$ cat src/rtl/mem_pkg.sv
// Shared types and defaults for the block-level data memory behind the cache controller.
package mem_pkg;

  localparam int unsigned DATA_W          = 32;
  localparam int unsigned ADDR_W          = 6;
  localparam int unsigned CNT_W           = 4;
  localparam int unsigned LATENCY_DEFAULT = 4;
  localparam int unsigned DEPTH_DEFAULT   = 64;

  typedef enum logic [1:0] {
    IDLE   = 2'd0,
    ACCESS = 2'd1,
    DONE   = 2'd2
  } mem_state_e;

  // Request captured at acceptance; isolates the access from later input changes.
  typedef struct packed {
    logic              is_write;
    logic [ADDR_W-1:0] addr;
    logic [DATA_W-1:0] data;
  } mem_req_t;

  // Counter preload so that the last ACCESS cycle sees a zero count.
  function automatic logic [CNT_W-1:0] latency_preload(input int unsigned latency);
    return CNT_W'(latency - 1);
  endfunction

endpackage

$ cat src/rtl/mem_latency_counter.sv
// Down-counter pacing the ACCESS phase: loadable, saturating at zero, with a zero flag.
module mem_latency_counter
  import mem_pkg::*;
#(
  parameter int unsigned WIDTH = CNT_W
) (
  input  logic             clock,
  input  logic             reset,
  input  logic             load,
  input  logic [WIDTH-1:0] load_value,
  input  logic             decrement,
  output logic             zero_c
);

  logic [WIDTH-1:0] count;

  always_ff @(posedge clock) begin
    if (reset) begin
      count <= '0;
    end else if (load) begin
      count <= load_value;
    end else if (decrement && (count != '0)) begin
      count <= count - WIDTH'(1);
    end
  end

  assign zero_c = (count == '0);

endmodule

$ cat src/rtl/data_memory.sv
// Fixed-latency block data memory: accepts one read or write-back request at a time,
// completes it after LATENCY access cycles and signals completion with one busywait-low cycle.
module data_memory
  import mem_pkg::*;
#(
  parameter int unsigned LATENCY = LATENCY_DEFAULT,
  parameter int unsigned DEPTH   = DEPTH_DEFAULT
) (
  input  logic              clock,
  input  logic              reset,
  input  logic              read,
  input  logic              write,
  input  logic [ADDR_W-1:0] address,
  input  logic [DATA_W-1:0] writedata,
  output logic [DATA_W-1:0] readdata,
  output logic              busywait
);

  localparam int unsigned IDX_W = (DEPTH > 1) ? $clog2(DEPTH) : 1;

  mem_state_e        state;
  mem_req_t          req;
  logic [DATA_W-1:0] mem [DEPTH];

  logic request_c;
  logic accept_c;
  logic access_c;
  logic complete_c;
  logic cnt_zero_c;
  logic in_range_c;
  logic [IDX_W-1:0] idx_c;

  assign request_c  = read | write;
  assign accept_c   = (state == IDLE) && request_c;
  assign access_c   = (state == ACCESS);
  assign complete_c = access_c && cnt_zero_c;
  assign in_range_c = (32'(req.addr) < DEPTH);
  assign idx_c      = IDX_W'(req.addr);

  mem_latency_counter #(
    .WIDTH (CNT_W)
  ) u_latency_counter (
    .clock      (clock),
    .reset      (reset),
    .load       (accept_c),
    .load_value (latency_preload(LATENCY)),
    .decrement  (access_c),
    .zero_c     (cnt_zero_c)
  );

  // Control FSM; a simultaneous read and write resolves to a write.
  always_ff @(posedge clock) begin
    if (reset) begin
      state <= IDLE;
      req   <= '0;
    end else begin
      case (state)
        IDLE: begin
          if (request_c) begin
            req.is_write <= write;
            req.addr     <= address;
            req.data     <= writedata;
            state        <= ACCESS;
          end
        end
        ACCESS: begin
          if (cnt_zero_c) begin
            state <= DONE;
          end
        end
        DONE:    state <= IDLE;
        default: state <= IDLE;
      endcase
    end
  end

  // Storage and read register; only touched on the final ACCESS edge, so reset aborts cleanly.
  always_ff @(posedge clock) begin
    if (reset) begin
      for (int unsigned i = 0; i < DEPTH; i++) begin
        mem[IDX_W'(i)] <= '0;
      end
      readdata <= '0;
    end else if (complete_c) begin
      if (req.is_write) begin
        if (in_range_c) begin
          mem[idx_c] <= req.data;
        end
      end else begin
        readdata <= in_range_c ? mem[idx_c] : '0;
      end
    end
  end

  // Raised in the same cycle a request appears so the controller stalls immediately.
  always_comb begin
    busywait = 1'b0;
    if (!reset) begin
      case (state)
        IDLE:    busywait = request_c;
        ACCESS:  busywait = 1'b1;
        default: busywait = 1'b0;
      endcase
    end
  end

endmodule

$ cat config.mk
export PLATFORM = sky130hd
export DESIGN_NAME = data_memory
export DESIGN_NICKNAME = d
export VERILOG_FILES = /design/src/rtl/mem_pkg.sv /design/src/rtl/mem_latency_counter.sv /design/src/rtl/data_memory.sv
export SDC_FILE = /design/constraint.sdc
export NUM_CORES = 2
export LEC_CHECK = 0
export CORE_UTILIZATION = 35
export DETAILED_ROUTE_END_ITERATION = 7
export PLACE_DENSITY = 0.54
export REMOVE_ABC_BUFFERS = 1
export SYNTH_ARGS = -nofsm -noshare
export SYNTH_HDL_FRONTEND = slang
export SYNTH_HIERARCHICAL = 1
export SYNTH_SLANG_ARGS = --single-unit
$ cat constraint.sdc
create_clock -name clock -period 3.1 [get_ports clock]
set_input_delay 0.465 -clock clock [delete_from_list [all_inputs] [get_ports clock]]
set_output_delay 0.465 -clock clock [all_outputs]
set_load 0.005 [all_outputs]
==> metrics list <==
* Maximum clock frequency: around 320 MHz
- Starting density of the core: 0.352
* Largest delay contributor family on the critical path: compound AO/OA/AOI/OAI gates
- The congestion estimate from routability-driven global placement came to 0.900.
- Maximum number of pins on one net before global-route repair: 121
- The floorplan step defined a die boundary enclosing between 200,000 and 300,000 um2.
* Number of DRC violations after detailed routing: 0
- The internal power of the cells totals 51,000 uW.
* Final-report hold violation count: 0
- On the worst path, the slowest cell contributes a delay of 0.63 ns.
- Netlist area before placement: 96,100 um2
- Each instance of the synthesized netlist takes up on average 13.9 um2.
- Outcome: complete, but fails checks
* Horizontal extent of the die: 526 um
- After detailed placement, the total cell area comes to around 110,000 um2.
* CP Data Arrival Time: 3.88 ns
* Post-DRT Antenna Nets: 0
- Clock-pin slew was measured on the worst setup and hold paths at roughly 0.06 ns.
- Data on the critical path is required at its endpoint by just under 4 ns.
- Largest vdd supply drop: ~630 uV
- Worst min path class: input port to flop
* Clock network fraction of design power: 0.396
- In this run the power spent charging and discharging nets is 18,200 uW.
- Worst hold slack: 0.141 ns
* Number of rows in the core area: 192
- Counting flops with an async set or reset pin after synthesis yields a share of 0.
* Post-DP HPWL: 221,000 um
- The synthesized design contains 2,125 register bits.
* Total of buffers placed on input and output ports: 74
- Most used flip-flop cell after synthesis: sky130_fd_sc_hd__edfxtp_1
- Number of vias per cell after detailed routing: 5.54
- Of the total power, the share spent switching nets is 0.263.
* Total number of H-tree levels: 4
- Number of I/O pins: 75
* Wire length of the first global-routing pass: 470,000 um
- Ranked by total cell area, the synthesized netlist is headed by sky130_fd_sc_hd__edfxtp_1 64%, sky130_fd_sc_hd__and2_1 13%, sky130_fd_sc_hd__mux2i_1 4.3%, sky130_fd_sc_hd__mux4_2 3.9%, sky130_fd_sc_hd__a221oi_1 2.2%.
- Overall routed net length: ~340,000 um
* Sequence of cells on the critical path: buf_12 -> and2b_2 -> buf_4 -> buf_4 -> a22oi_1 -> a31oi_1 -> o2111ai_1 -> buf_4 -> o31a_1
* Iteration count of the initial detailed-routing pass: 5
- Dividing total power by cell area gives a power density of slightly above 600 nW/um2.
- Initial antenna violation count: 30
- In this run the static leakage power is 0.0408 uW.
- After routing, the total negative slack on setup checks comes to -0.000211 ns.
* Final core occ: 0.416
- Clock latency on the worst-skew pair, taken at its later pin, is slightly below 0.9 ns.
- For the pin with the worst max-slew slack, the measured transition is 1.27 ns.
* Slowest stage cell, crit path: sky130_fd_sc_hd__and2b_2
* Number of enable flip-flop cells after synthesis: between 2,000 and 2,500
- Number of warnings reported in the yosys synthesis log: 6
- Counting the buffers created by CTS gives 226.
- Once layout is done, the placed cells without fillers occupy 114,000 um2.
* Via count: 60,700
* Register area share after synthesis: 0.656
- Crit path setup slack, layout: -0.000211 ns
- Cell repeated most along the worst path: sky130_fd_sc_hd__buf_4
- TritonCTS built the clock tree.
- The worst setup path is captured at a flop.
- STA classifies the critical path startpoint as a flop.
- Final number of max-transition violations: 0
- Post-CTS setup repair buffer count: 0
- Counting every instance in the synthesized netlist gives 6,895.
- Die Height: 526 um
- Crit path buf inv count: 4
- Synthesis instantiated 73 different standard cells from the library.
* Number of DRC markers after the initial detailed-route iteration: a little under 8,000
- Max-cap violations in this run came to 0.
- Summed over all layers, the global routing overflow is 0.
* Maximum root-to-sink buffer count: 3
* Min cycle time layout: between 3 and 4 ns
- Critical-path maximum fanout: 12
* Area share of the largest cell type after synthesis: 0.640
- Average wire per cell in the routed design: roughly 30 um
* Post-placement setup slack: -0.621 ns
* Top cell type by total area after synthesis: sky130_fd_sc_hd__edfxtp_1
- Between clock sinks in the finished design, the worst skew comes to 0.0653 ns.
* Clock Sinks: 2,125
- Setup Viol. Count Final: 1
* Core ar.: between 200,000 and 300,000 um2
* Final clock period utilization by the worst path: 1.00
- Layout overhead on the synthesized area: 18.3%
- The via count of the first global-routing pass is 59,300.
- The worst setup path is of the flop to flop kind.
- Measured against its own limit, the worst slew margin works out to 0.143.
- Failing checks: negative setup slack
* Post-layout nets: 7,214
* Combinational group share of total power: 0.125
- Of the total power, registers draw 0.480.
- Overall Global Routing Usage: 0.240
- Clk Tree Root Cell: sky130_fd_sc_hd__clkbuf_16
- Layout cells sized above 1: 0.192
[synthesized netlist by cell type, drive strengths merged (10+ instances only)]
library cell,n
mux4,167
nor2,232
o22ai,78
clkbuf,504
o211ai,10
o21ai,97
a221oi,238
a211oi,10
nor2b,11
buf,213
a311oi,20
nor3,10
a2111oi,10
or2,65
a21oi,113
nand3,36
a22o,14
dfxtp,77
and2,2052
and3,17
mux2i,409
edfxtp,2048
a22oi,179
a31oi,21
nand2,132
mux2,39
[metal layers]
layer  global-route usage  part of all wire
met5                    0                 0
met4               0.0972             0.044
met3               0.0416             0.083
met2                0.373              0.46
met1                0.331              0.42
[area by class of cell]
class	count	area, um2
Fill cell	24800	160000
Sequential cell	2125	63100
Multi-Input combinational cell	4047	30100
Timing Repair Buffer	763	8580
Clock buffer	295	6080
Tap cell	3589	4490
Clock inverter	121	1280
Inverter	8	35.0
Antenna cell	12	30.0
[power by group through the flow]
stage | logic, uW | clock network [uW] | registers, uW
final | 8610 | 27400 | 33200
after floorplan | 4350 | 0 | 33900
after global routing | 8860 | 28700 | 33300
after global placement | 8440 | 0 | 33800
after detailed placement | 8490 | 0 | 33800
after CTS | 8510 | 27600 | 33200
[layout by cell type (no fill, tap or decap), types with 8 or more instances in the layout]
cell type	synthesis	layout
sky130_fd_sc_hd__and2_1	2052	2049
sky130_fd_sc_hd__edfxtp_1	2048	2048
sky130_fd_sc_hd__mux4_2	167	167
sky130_fd_sc_hd__nor3_1	10	9
sky130_fd_sc_hd__bufinv_16	0	22
sky130_fd_sc_hd__mux2_2	39	39
sky130_fd_sc_hd__o22ai_1	78	78
sky130_fd_sc_hd__nand3_1	36	35
sky130_fd_sc_hd__nor2_1	229	164
sky130_fd_sc_hd__nor2_2	3	57
sky130_fd_sc_hd__a21oi_1	113	113
sky130_fd_sc_hd__o21ai_0	91	90
sky130_fd_sc_hd__a31oi_1	21	21
sky130_fd_sc_hd__a211oi_1	9	9
sky130_fd_sc_hd__dfxtp_1	77	42
sky130_fd_sc_hd__nor2_4	0	11
sky130_fd_sc_hd__a221oi_1	238	238
sky130_fd_sc_hd__clkinv_2	0	35
sky130_fd_sc_hd__buf_4	49	474
sky130_fd_sc_hd__diode_2	0	12
sky130_fd_sc_hd__clkdlybuf4s50_1	0	73
sky130_fd_sc_hd__a22o_1	14	14
sky130_fd_sc_hd__and3_1	17	17
sky130_fd_sc_hd__clkbuf_1	504	58
sky130_fd_sc_hd__mux2i_1	409	409
sky130_fd_sc_hd__dfxtp_2	0	30
sky130_fd_sc_hd__a311oi_1	19	19
sky130_fd_sc_hd__or2_2	64	57
sky130_fd_sc_hd__a22oi_1	179	178
sky130_fd_sc_hd__clkinv_1	0	44
sky130_fd_sc_hd__o211ai_1	10	10
sky130_fd_sc_hd__buf_12	4	209
sky130_fd_sc_hd__o31a_1	8	8
sky130_fd_sc_hd__nand2_1	132	127
sky130_fd_sc_hd__clkbuf_16	0	233
[worst min-delay path, cell delays in order]
cell	delay [ns]
sky130_fd_sc_hd__clkdlybuf4s50_1	0.39
sky130_fd_sc_hd__nand2_1	0.06
sky130_fd_sc_hd__a21oi_1	0.05
[flip-flops by register name, summed over array words and instances (netlist names)]
signal,cells
mem,2048
req,33
readdata,32
idx_c,6
u_latency_counter/count,4
state,2
[timing repair]
| item | CTS | global route |
|---|---|---|
| endpoints found under the setup margin | 1649 | 1050 |
| endpoints found under the hold margin | 1 | 0 |
| gates resized for setup | 7 | 25 |
| gates cloned | 0 | 2 |
| hold buffers | 1 | 0 |
| pin swaps | 0 | 1 |
[final timing paths]
path                                     to                   from  slack (ns)  cells past startpoint
hold / removal          req[7]$_SDFFE_PP0P_           writedata[7]        0.14                      3
setup reg to reg  readdata[19]$_SDFFE_PP0P_  idx_c[0]$_SDFFE_PP0P_     -0.0002                      9
setup / recovery  readdata[19]$_SDFFE_PP0P_  idx_c[0]$_SDFFE_PP0P_     -0.0002                      9
hold reg to reg         req[6]$_SDFFE_PP0P_    req[6]$_SDFFE_PP0P_        0.47                      2
[stage by stage]
| stage | instances | power [uW] |
|---|---|---|
| final | 11000 | 69200 |
| after CTS | 10900 | 69400 |
| after global routing | 10900 | 70800 |
| after global placement | 10500 | 42200 |
| after floorplan | 6180 | 38300 |
| after detailed placement | 10500 | 42300 |
[logic make-up after synthesis]
family,count (synthesis),share of synthesized area
AOI/OAI and AO/OA,835,0.0634
adders and majority gates,1,0.000130
and+or+nand+nor,2592,0.159
other,2,0.0000781
buffers and inverters,725,0.0349
DFF,2125,0.656
muxes,615,0.0863
(Power assumes the default switching activity.)
